===== config.mk =====
export PLATFORM = sky130hd
export DESIGN_NAME = dfswt_readout
export DESIGN_NICKNAME = d
export VERILOG_FILES = /design/src/rtl/dfswt_pkg.sv /design/src/rtl/dfswt_mag.sv /design/src/rtl/dfswt_readout.sv
export SDC_FILE = /design/constraint.sdc
export NUM_CORES = 1
export LEC_CHECK = 0
export BUFFER_PORTS_ARGS = -buffer_cell sky130_fd_sc_hd__buf_2
export CORE_ASPECT_RATIO = 1.2
export CORE_UTILIZATION = 56
export DETAILED_ROUTE_END_ITERATION = 8
export HOLD_SLACK_MARGIN = 0.1
export MAX_ROUTING_LAYER = met4
export PLACE_DENSITY = 0.76
export SLEW_MARGIN = 40
export SYNTH_ARGS = -nofsm -noshare
export SYNTH_HDL_FRONTEND = slang
export SYNTH_HIERARCHICAL = 1
export SYNTH_SLANG_ARGS = --single-unit

===== constraint.sdc =====
create_clock -name clock -period 3.25 [get_ports clock]
set_clock_uncertainty 0.1 [all_clocks]
set_input_delay 0.325 -clock clock [delete_from_list [all_inputs] [get_ports clock]]
set_output_delay 0.325 -clock clock [all_outputs]
set_load 0.03 [all_outputs]

===== src/rtl/dfswt_pkg.sv =====
// Shared types and widths for the dfswt correlator readout.
package dfswt_pkg;

  localparam int ACC_W = 32;
  localparam int MAG_W = ACC_W + 1;

  typedef enum logic {
    ACCUM   = 1'b0,
    CAPTURE = 1'b1
  } state_e;

endpackage


===== src/rtl/dfswt_mag.sv =====
// Abs / max-min pipeline for the dfswt readout. Two registered stages here; the final
// add is presented combinationally and registered by the top's output register.
module dfswt_mag #(
  parameter int ACC_W = dfswt_pkg::ACC_W
) (
  input  logic                    clock,
  input  logic                    reset,
  input  logic                    in_valid,
  input  logic signed [ACC_W-1:0] in_i,
  input  logic signed [ACC_W-1:0] in_q,
  output logic                    res_valid,
  output logic        [ACC_W:0]   res_mag,
  output logic signed [ACC_W-1:0] res_i,
  output logic signed [ACC_W-1:0] res_q
);

  logic        [ACC_W-1:0] abs_i, abs_q;
  logic                    s1_valid, s2_valid;
  logic        [ACC_W-1:0] s1_abs_i, s1_abs_q, s2_max, s2_min;
  logic signed [ACC_W-1:0] s1_i, s1_q, s2_i, s2_q;

  // The most negative value wraps onto 2^(ACC_W-1), which fits the unsigned width.
  always_comb begin
    abs_i = in_i[ACC_W-1] ? -in_i : in_i;
    abs_q = in_q[ACC_W-1] ? -in_q : in_q;
  end

  always_ff @(posedge clock) begin
    if (reset) begin
      s1_valid <= 1'b0;
      s1_abs_i <= '0;
      s1_abs_q <= '0;
      s1_i     <= '0;
      s1_q     <= '0;
      s2_valid <= 1'b0;
      s2_max   <= '0;
      s2_min   <= '0;
      s2_i     <= '0;
      s2_q     <= '0;
    end else begin
      s1_valid <= in_valid;
      if (in_valid) begin
        s1_abs_i <= abs_i;
        s1_abs_q <= abs_q;
        s1_i     <= in_i;
        s1_q     <= in_q;
      end
      s2_valid <= s1_valid;
      if (s1_valid) begin
        s2_max <= (s1_abs_i >= s1_abs_q) ? s1_abs_i : s1_abs_q;
        s2_min <= (s1_abs_i >= s1_abs_q) ? s1_abs_q : s1_abs_i;
        s2_i   <= s1_i;
        s2_q   <= s1_q;
      end
    end
  end

  always_comb begin
    res_valid = s2_valid;
    res_mag   = {1'b0, s2_max} + {2'b00, s2_min[ACC_W-1:1]};
    res_i     = s2_i;
    res_q     = s2_q;
  end

endmodule


===== src/rtl/dfswt_readout.sv =====
// Window controller for a pair of dfswt_stage correlators: gates samples, captures the
// accumulators at window end, clears the stages and hands out a magnitude estimate.
module dfswt_readout #(
  parameter int WINDOW  = 8,
  parameter int CNTBITS = 3,
  parameter int ACC_W   = 32
) (
  input  logic                    clock,
  input  logic                    reset,
  input  logic                    sample_valid,
  input  logic signed [ACC_W-1:0] acc_i,
  input  logic signed [ACC_W-1:0] acc_q,
  output logic                    stage_enable,
  output logic                    stage_clear,
  output logic                    out_valid,
  input  logic                    out_ready,
  output logic        [ACC_W:0]   out_mag,
  output logic signed [ACC_W-1:0] out_i,
  output logic signed [ACC_W-1:0] out_q,
  output logic                    drop,
  output logic                    overrun
);

  import dfswt_pkg::*;

  state_e                  state_q, state_d;
  logic      [CNTBITS-1:0] count_q, count_d;
  logic                    capture;
  logic                    res_valid;
  logic        [ACC_W:0]   res_mag;
  logic signed [ACC_W-1:0] res_i, res_q;

  always_comb begin
    state_d      = state_q;
    count_d      = count_q;
    stage_enable = 1'b0;
    stage_clear  = 1'b0;
    capture      = 1'b0;
    unique case (state_q)
      ACCUM: begin
        stage_enable = sample_valid;
        if (sample_valid) begin
          if (count_q == CNTBITS'(WINDOW - 1)) begin
            count_d = '0;
            state_d = CAPTURE;
          end else begin
            count_d = count_q + 1'b1;
          end
        end
      end
      CAPTURE: begin
        stage_clear = 1'b1;
        capture     = 1'b1;
        state_d     = ACCUM;
      end
      default: state_d = ACCUM;
    endcase
    if (reset) stage_enable = 1'b0;
  end

  dfswt_mag #(
    .ACC_W(ACC_W)
  ) u_mag (
    .clock    (clock),
    .reset    (reset),
    .in_valid (capture),
    .in_i     (acc_i),
    .in_q     (acc_q),
    .res_valid(res_valid),
    .res_mag  (res_mag),
    .res_i    (res_i),
    .res_q    (res_q)
  );

  always_ff @(posedge clock) begin
    if (reset) begin
      state_q   <= ACCUM;
      count_q   <= '0;
      out_valid <= 1'b0;
      out_mag   <= '0;
      out_i     <= '0;
      out_q     <= '0;
      drop      <= 1'b0;
      overrun   <= 1'b0;
    end else begin
      state_q <= state_d;
      count_q <= count_d;
      if (sample_valid && (state_q == CAPTURE)) drop <= 1'b1;
      // A fresh result always wins over an accept on the same edge.
      if (res_valid) begin
        out_valid <= 1'b1;
        out_mag   <= res_mag;
        out_i     <= res_i;
        out_q     <= res_q;
        if (out_valid && !out_ready) overrun <= 1'b1;
      end else if (out_valid && out_ready) begin
        out_valid <= 1'b0;
      end
    end
  end

endmodule


After elaboration in Yosys (flattened, before gate mapping) --
Index checks and enable logic that the tools add are counted.
Cells by class: bitwise logic cells 1, reductions and logical operators 7, equal/unequal tests 1, multiplexer cells 13, add/sub/neg operators 4, $lt $le $gt $ge 1
Operator list (number):
- $mux W32 | 4
- $neg A32 Y32 | 2
- $add A32 B31 Y33 | 1
- $ge A32 B32 Y1 | 1
- $mux W1 | 7
- $reduce_and A2 Y1 | 2
- $add A3 B1 Y3 const B | 1
- $eq A3 B3 Y1 const B | 1
- $logic_and A1 B1 Y1 | 3
- $mux W3 | 1
- $pmux W1 S2 | 1
- $reduce_bool A2 Y1 | 1
- $logic_not A1 Y1 | 1
- $not A1 Y1 | 1
Storage, ports and cells: register bits after elaboration 362, output and inout bits 102, word-level logic and storage cells 45

Longest topological paths before layout --
Gate-level depths: netlist (run 1).
depth in word-level cells 4, mapped depth 12, depth with buffers taken out 12

By module --
Netlist (run 1), hierarchy kept.
By module, submodules not included:
- dfswt_mag | instances 1, area an instance 13909.6 µm², cells an instance 1634, sequential area each 5104.9 µm²
- dfswt_readout | instances 1, area an instance 3687.3 µm², cells an instance 340, sequential area each 2082.0 µm²

Worst setup path after synthesis (run 1) --
Ideal clock, no wire load.
kind input to register, from input acc_q[6], to register u_mag.s1_abs_q[26], arrival 2843 ps, path slack 221 ps, library setup time 86 ps, stages 8, required time 3064 ps, path through or4_4 -> or3_4 -> or2_4 -> or3_4 -> or4_4 -> o41ai_2 -> xor2_1 -> a211oi_1
Between the ends: word-level cells in the longest chain between the ends 2
RTL lines:
- start: declaration | RTL line dfswt_readout.sv:12 | input logic signed [ACC_W-1:0] acc_q,
- $neg A32 Y32 | RTL line dfswt_mag.sv:25 | abs_q = in_q[ACC_W-1] ? -in_q : in_q;
- $mux W32 | RTL line dfswt_mag.sv:25
- end signal: assignment | RTL line dfswt_mag.sv:44 | s1_abs_q <= abs_q;
- end: declaration | RTL line dfswt_mag.sv:19 | logic [ACC_W-1:0] s1_abs_i, s1_abs_q, s2_max, s2_min;
No other way between the ends. A chain may end at the register's enable or synchronous reset.

Worst setup path in the final report (run 1) --
from input acc_i[13], to register u_mag.s1_abs_i[27]
Between the ends: word-level cells in the longest chain between the ends 2
RTL lines:
- start: declaration | RTL line dfswt_readout.sv:11 | input logic signed [ACC_W-1:0] acc_i,
- $neg A32 Y32 | RTL line dfswt_mag.sv:24 | abs_i = in_i[ACC_W-1] ? -in_i : in_i;
- $mux W32 | RTL line dfswt_mag.sv:24
- end signal: assignment | RTL line dfswt_mag.sv:43 | s1_abs_i <= abs_i;
- end: declaration | RTL line dfswt_mag.sv:19
No other way between the ends.

==> flow_summary.toml, run 1 <==
[outcome]
status = "finished, final reports clean"

[clocking]
numClockSinks = 359
cts_max_path_buffers = 3
cts_made_buffers = 38
tritoncts = "built"
clk_latency_ns = 0.54
clk_pin_slew_worst_paths_ns = 0.06
cts_root_buffer = "clkbuf_16"
htreeDepth = 2

[routing]
drc_errors = 0
wire_per_inst_um = 17.6
via_per_inst = 5.81
dr.first_iter.drc_count = 1226
dr.pass1.iters = 5
postRouteAntennaNets = 0
wirelength_mm = 45.5
vias = 15000

[synth]
netlist_area_mm2 = 0.0176
synth_top_area_share_pct = 40.8
synth.yosys.seq_area_share_pct = 40.8
async_flop_share_pct = 0
syn_nets = 2110
synth_cells = 1974
synth_top_area_cell = "dfxtp_1"
ys_seq_elements = 359
synth_area_leaders = "dfxtp_1 (41%), mux2i_1 (13%), nor2_1 (8.2%)"
synth-edff-count = 0
ys.flop_type = "dfxtp_1"
avgSynthCellArea_um2 = 8.91
synth_warnings = 6
yosysUniqueCellTypes = 60

[sta]
max-slew-margin-rel_pct = 43.3
fin_crit_ns = 3.19
finalSetupViolations = 0
rsz0062_at_grt = "true"
worst_pin_slew_ns = 0.850
timing.fmax_ghz = 0.313
slew_violations = 0
hold_violations = 0
min_period_over_period_pct = 98.3

[power_and_ir_drop]
power_frac_comb_pct = 4.1
p_seq_share_pct = 48.3
clkPwrFrac_pct = 47.6
irDropWorstVdd_uv = 363
p_sw_mw = 2.00
p_per_area_mw_per_mm2 = 435
power_mw = 9.11
p_sw_share_pct = 22.0
power.leakage_nw = 8.09
power.internal_mw = 7.11

[final_layout]
layout_commonest_cell = "nor2_1"
final_cell_mix = "nor2_1 (382), dfxtp_1 (354), mux2i_1 (229)"
layout.nets = 2296
nFillCells = 2381
fin_cells = 2585
num_antenna_cells = 0
area_delta_synth_final_pct = 19.0
drive_gt1_share_pct = 14.6

[grt]
antenna_found_initial = 0
grt_pass1_vias = 14300
grt_max_degree = 196
grtUsageTotal_pct = 29.0
grt_first_pass_wirelength_mm = 73.5
globalRouteOverflowTotal = 0

[setup_path]
path_max_fanout = 5
criticalPathCategory = "in2reg"
crit_required_ns = 3.53
start_kind = "input pin"
worstSetupEndpointType = "flop"
crit_arrival_ns = 3.47

[floorplan]
core-area_mm2 = 0.0307
dieArea_mm2 = 0.0321
initial_core_util_pct = 57.4
ios = 170
rows = 70
die_h_um = 196
die_w_um = 164

[place]
port_buffers = 169
dp_cells = 2453
gp_congestion = 0.915
dpl.hpwl_mm = 30.9

[worst_hold_path]
hold_class = "in2reg"

[job]
cap_viol_max_count = 0
synth_stat cells, types with 5 or more instances:
cell type and number:
nor2_1 383, a211oi_1 65, nand4_1 8, a2bb2oi_1 63
and2_1 64, ha_1 67, clkbuf_1 106, o31ai_1 81
o21ai_0 36, o41ai_1 9, nand3_1 9, a31oi_1 7
nand2_1 44, a21oi_1 105, dfxtp_1 359, mux2i_1 229
xor2_1 65, buf_4 9, nor3_1 69, nand2b_1 6
or3_1 6, buf_1 13, inv_1 44, nor2b_1 7
or4_1 11, o211ai_1 5, or4_4 5, o21a_1 7
a21o_1 17, xnor2_1 17, buf_2 8
through the flow:
stage          hold WS, ns  area, µm²  TNS, ns  util, %  setup WS [ns]
2_1_floorplan        0.336      17600        0        -          0.221
3_3_place_gp         0.343      18900        0     61.6         0.0186
3_5_place_dp         0.368      18900  -0.0781     61.6        -0.0565
4_1_cts              0.100      20800        0     67.8       0.000897
5_1_grt              0.123      20900  -0.0750     68.3        -0.0321
6_report             0.112      20900        0     68.3         0.0563
kinds of logic after synthesis:
| group | after synthesis | share of synthesized area, % |
|---|---|---|
| DFF | 359 | 40.8 |
| buffers and inverters | 182 | 4.24 |
| adders and majority gates | 68 | 4.88 |
| xor gates and xnor gates | 82 | 4.08 |
| and+or+nand+nor | 635 | 16.4 |
| AOI/OAI and AO/OA | 419 | 16.6 |
| muxes | 229 | 13.0 |
flip-flops by register name, indices dropped and copies added (netlist names), 3 cells and up:
name	flops
out_mag	33
out_i	32
out_q	32
u_mag/res_i	32
u_mag/res_q	32
u_mag/s1_abs_i	32
u_mag/s1_abs_q	32
u_mag/s2_max	32
u_mag/s1_i	31
u_mag/s1_q	31
u_mag/s2_min	31
count_q	3
area by class of cell:
| cell class | count | area, µm² | share of cell area [%] |
|---|---|---|---|
| clock buffer | 58 | 1160 | 5.53 |
| clock inverter | 11 | 103 | 0.490 |
| inverter | 44 | 165 | 0.789 |
| multi-input combinational | 1433 | 9850 | 47.0 |
| sequential | 359 | 7200 | 34.4 |
| tap | 396 | 495 | 2.37 |
| timing repair buffer | 284 | 1970 | 9.41 |
path summary, 6_finish.rpt:
kind / from / endpoint / slack, ns / cells after the start
worst min register to register: out_mag[6]$_SDFFE_PP0P_ / out_mag[6]$_SDFFE_PP0P_ / 0.38 / 2
worst min-delay path: acc_q[6] / u_mag/s1_q[6]$_SDFFE_PP0P_ / 0.11 / 4
worst max-delay path: acc_i[13] / u_mag/s1_abs_i[27]$_SDFFE_PP0P_ / 0.06 / 10
worst max register to register: u_mag/s2_min[1]$_SDFFE_PP0P_ / out_mag[30]$_SDFFE_PP0P_ / 0.12 / 12
power by group through the flow:
stage          clock network (mW)  logic, mW  registers, mW
2_1_floorplan                   0      0.165           4.50
3_3_place_gp                    0      0.296           4.50
3_5_place_dp                    0      0.301           4.50
4_1_cts                      4.40      0.362           4.40
5_1_grt                      4.59      0.403           4.40
6_report                     4.33      0.373           4.40
critical path, stage by stage:
cell	delay [ns]
dlygate4sd3_1	0.53
buf_2	0.13
or4_4	0.53
or3_4	0.36
or4_4	0.42
or2_2	0.30
or3_4	0.38
o31ai_2	0.22
xor2_1	0.19
a211oi_1	0.09
layer usage:
layer / global-route usage (%) / vias up / wire (µm)
met4: 11.7 / 0 / 1710
met5: - / - / 0
li1: - / 7393 / -
met3: 3.87 / 89 / 2230
met1: 36.7 / 7089 / 20100
met2: 46.7 / 451 / 21500
repair_timing:
item	4_1_cts	5_1_grt
hold endpoints to repair	112	0
endpoints found under the setup margin	0	16
resized for setup	0	30
buffers inserted	0	2
hold buffers	64	0
No activity file was read; power rests on OpenSTA's default activity.
==> inputs of run 2 (changes only) <==
- CORE_UTILIZATION: 56 -> 40
- PLACE_DENSITY: 0.76 -> unset
==> run 2 against run 1 <==
- the flow now finishes with violations (DRC)
- sequential share of layout area decreased by 0.60 points
- die area increased by 40%
- critical endpoint is now u_mag/s1_abs_q[28]$_SDFFE_PP0P_
- utilization decreased by 19 points
- combinational power increased by 3%
- largest power group is now clock
==> flow_summary.toml, run 2 (synthesis results as in run 1) <==
[place]
placed_cell_area_mm2 = 0.0193
gp_congestion = 0.862
dp_cells = 2628
port_buffers = 169
dpl.hpwl_mm = 34.0
dp_slack_ns = -0.0444

[sta]
timing.fmax_ghz = 0.313
holdWs_ns = 0.133
slew_violations = 0
rsz0062_at_grt = "true"
fin_crit_ns = 3.20
worst_pin_slew_ns = 0.826
max-slew-margin-rel_pct = 44.9
finalSetupTns_ns = 0
worst_slack_ns = 0.0543
min_period_over_period_pct = 98.3
finalSetupViolations = 0
hold_violations = 0

[setup_path]
r2r.worst_path.cells = 13
worstSetupEndpointType = "flop"
start_kind = "input pin"
crit_chain = "dlygate4sd3_1, buf_2, or4_4, or3_4, or2_4, or3_4, or4_4, o31ai_2, xor2_1, a211oi_1"
rr_endpoint = "out_mag[28]$_SDFFE_PP0P_"
path_max_fanout = 4
crit_arrival_ns = 3.48
critPathSlowestCell = "dlygate4sd3_1"
r2r_start = "u_mag/s2_max[0]$_SDFFE_PP0P_"
criticalPathCategory = "in2reg"
crit_required_ns = 3.53
critPathMaxStageDelay_ns = 0.54
r2r_slack_ns = 0.17

[power_and_ir_drop]
power_frac_comb_pct = 4.1
power.internal_mw = 7.28
clkPwrFrac_pct = 48.7
p_per_area_mw_per_mm2 = 438
p_seq_share_pct = 47.2
power.leakage_nw = 8.17
irDropWorstVdd_uv = 380
p_sw_share_pct = 21.9
p_sw_mw = 2.04

[clocking]
numClockSinks = 359
clk_latency_ns = 0.54
htreeDepth = 2
clk_pin_slew_worst_paths_ns = 0.06
cts_max_path_buffers = 3
cts_root_buffer = "clkbuf_16"
cts_made_buffers = 41
tritoncts = "built"

[grt]
grtUsageTotal_pct = 22.2
grt_pass1_vias = 14300
antenna_found_initial = 0
grtUsageMet2_pct = 36.0
met3_usage_pct = 3.20
grt_first_pass_wirelength_mm = 78.5
busiest_layer = "met2"
use_met1_pct = 28.0
globalRouteOverflowTotal = 0
grt_max_degree = 125

[floorplan]
die_h_um = 232
core-area_mm2 = 0.0431
initial_core_util_pct = 40.8
ios = 170
dieArea_mm2 = 0.0448
die_w_um = 193
rows = 83

[worst_hold_path]
hold_end = "out_valid$_SDFFE_PP0P_"
hold_depth = 2
min_from = "reset"
hold_class = "in2reg"

[outcome]
violations = "DRC"
status = "complete, but fails checks"

[final_layout]
largest_reg_flops = 33
num_antenna_cells = 0
layout_commonest_cell = "nor2_1"
final_cell_mix = "nor2_1 (382), dfxtp_1 (356), mux2i_1 (229)"
fin_area_mm2 = 0.0213
layout.nets = 2320
area_delta_synth_final_pct = 21.1
fin_cells = 2762
nFillCells = 4027
drive_gt1_share_pct = 15.1
top_register = "out_mag"

[routing]
via_per_inst = 5.38
drc_errors = 11
dr.first_iter.drc_count = 971
postRouteAntennaNets = 0
vias = 14900
dr.pass1.iters = 9
wire_per_inst_um = 17.7
wirelength_mm = 49.0

[job]
cap_viol_max_count = 0
-- run 2: cell count changes in the layout (fill, tap and decap cells not counted), moves of 3 or more --
cell / change
clkbuf_16: +3
a31oi_2: +3
clkinv_2: -3
a31oi_4: -3
buf_2: +3
buf_4: +15
-- run 2: power groups by stage --
stage          logic [mW]  registers, mW  clock network (mW)
5_1_grt             0.417           4.40                4.84
2_1_floorplan       0.165           4.50                   0
3_3_place_gp        0.307           4.50                   0
4_1_cts             0.377           4.40                4.66
3_5_place_dp        0.316           4.50                   0
6_report            0.383           4.40                4.54
-- run 2: worst max-delay path by stage --
stage | startpoint | to | slack, ns
2_1_floorplan | acc_q[6] | u_mag/s1_abs_q[26]$_SDFFE_PP0P_ | 0.22
3_3_place_gp | acc_q[6] | u_mag/s1_abs_q[26]$_SDFFE_PP0P_ | -0.02
3_5_place_dp | acc_q[6] | u_mag/s1_abs_q[28]$_SDFFE_PP0P_ | -0.04
4_1_cts | acc_i[12] | u_mag/s1_abs_i[25]$_SDFFE_PP0P_ | 0.02
5_1_grt | acc_i[12] | u_mag/s1_abs_i[29]$_SDFFE_PP0P_ | -0.02
6_report | acc_q[8] | u_mag/s1_abs_q[28]$_SDFFE_PP0P_ | 0.05
-- run 2: timing repair --
action                     CTS  global route
gates resized for setup      0            17
buffers inserted             1             0
hold buffers                64             0
pin swaps                    1             7
setup endpoints to repair    2            14
hold endpoints to repair   104             0
-- run 2: final cells by class --
class | instances | area [µm²] | share of cell area [%]
inverter | 44 | 165 | 0.775
sequential | 359 | 7200 | 33.8
clock buffer | 60 | 1210 | 5.68
multi-input combinational | 1433 | 9780 | 45.9
tap | 552 | 691 | 3.24
timing repair buffer | 305 | 2160 | 10.1
clock inverter | 9 | 105 | 0.493
-- run 2: through the flow --
stage,power [mW],utilization (%)
after detailed placement,4.82,44.7
final,9.33,49.4
after floorplan,4.67,-
after global placement,4.81,44.6
after global routing,9.66,49.4
after CTS,9.44,49.2
-- run 2: critical path: cells and delay by family --
kind | cells | cell delay, ns
AOI/OAI and AO/OA | 2 | 0.34
xor gates and xnor gates | 1 | 0.18
buffers and inverters | 2 | 0.67
and+or+nand+nor | 5 | 1.95
-- run 2: per-layer routing --
metal | share of wire, % | wire, µm | up-vias
li1 | - | - | 7431
met1 | 46 | 22600 | 6993
met2 | 46 | 22600 | 328
met3 | 4.1 | 2000 | 99
met4 | 3.5 | 1690 | 0
met5 | 0 | 0 | -
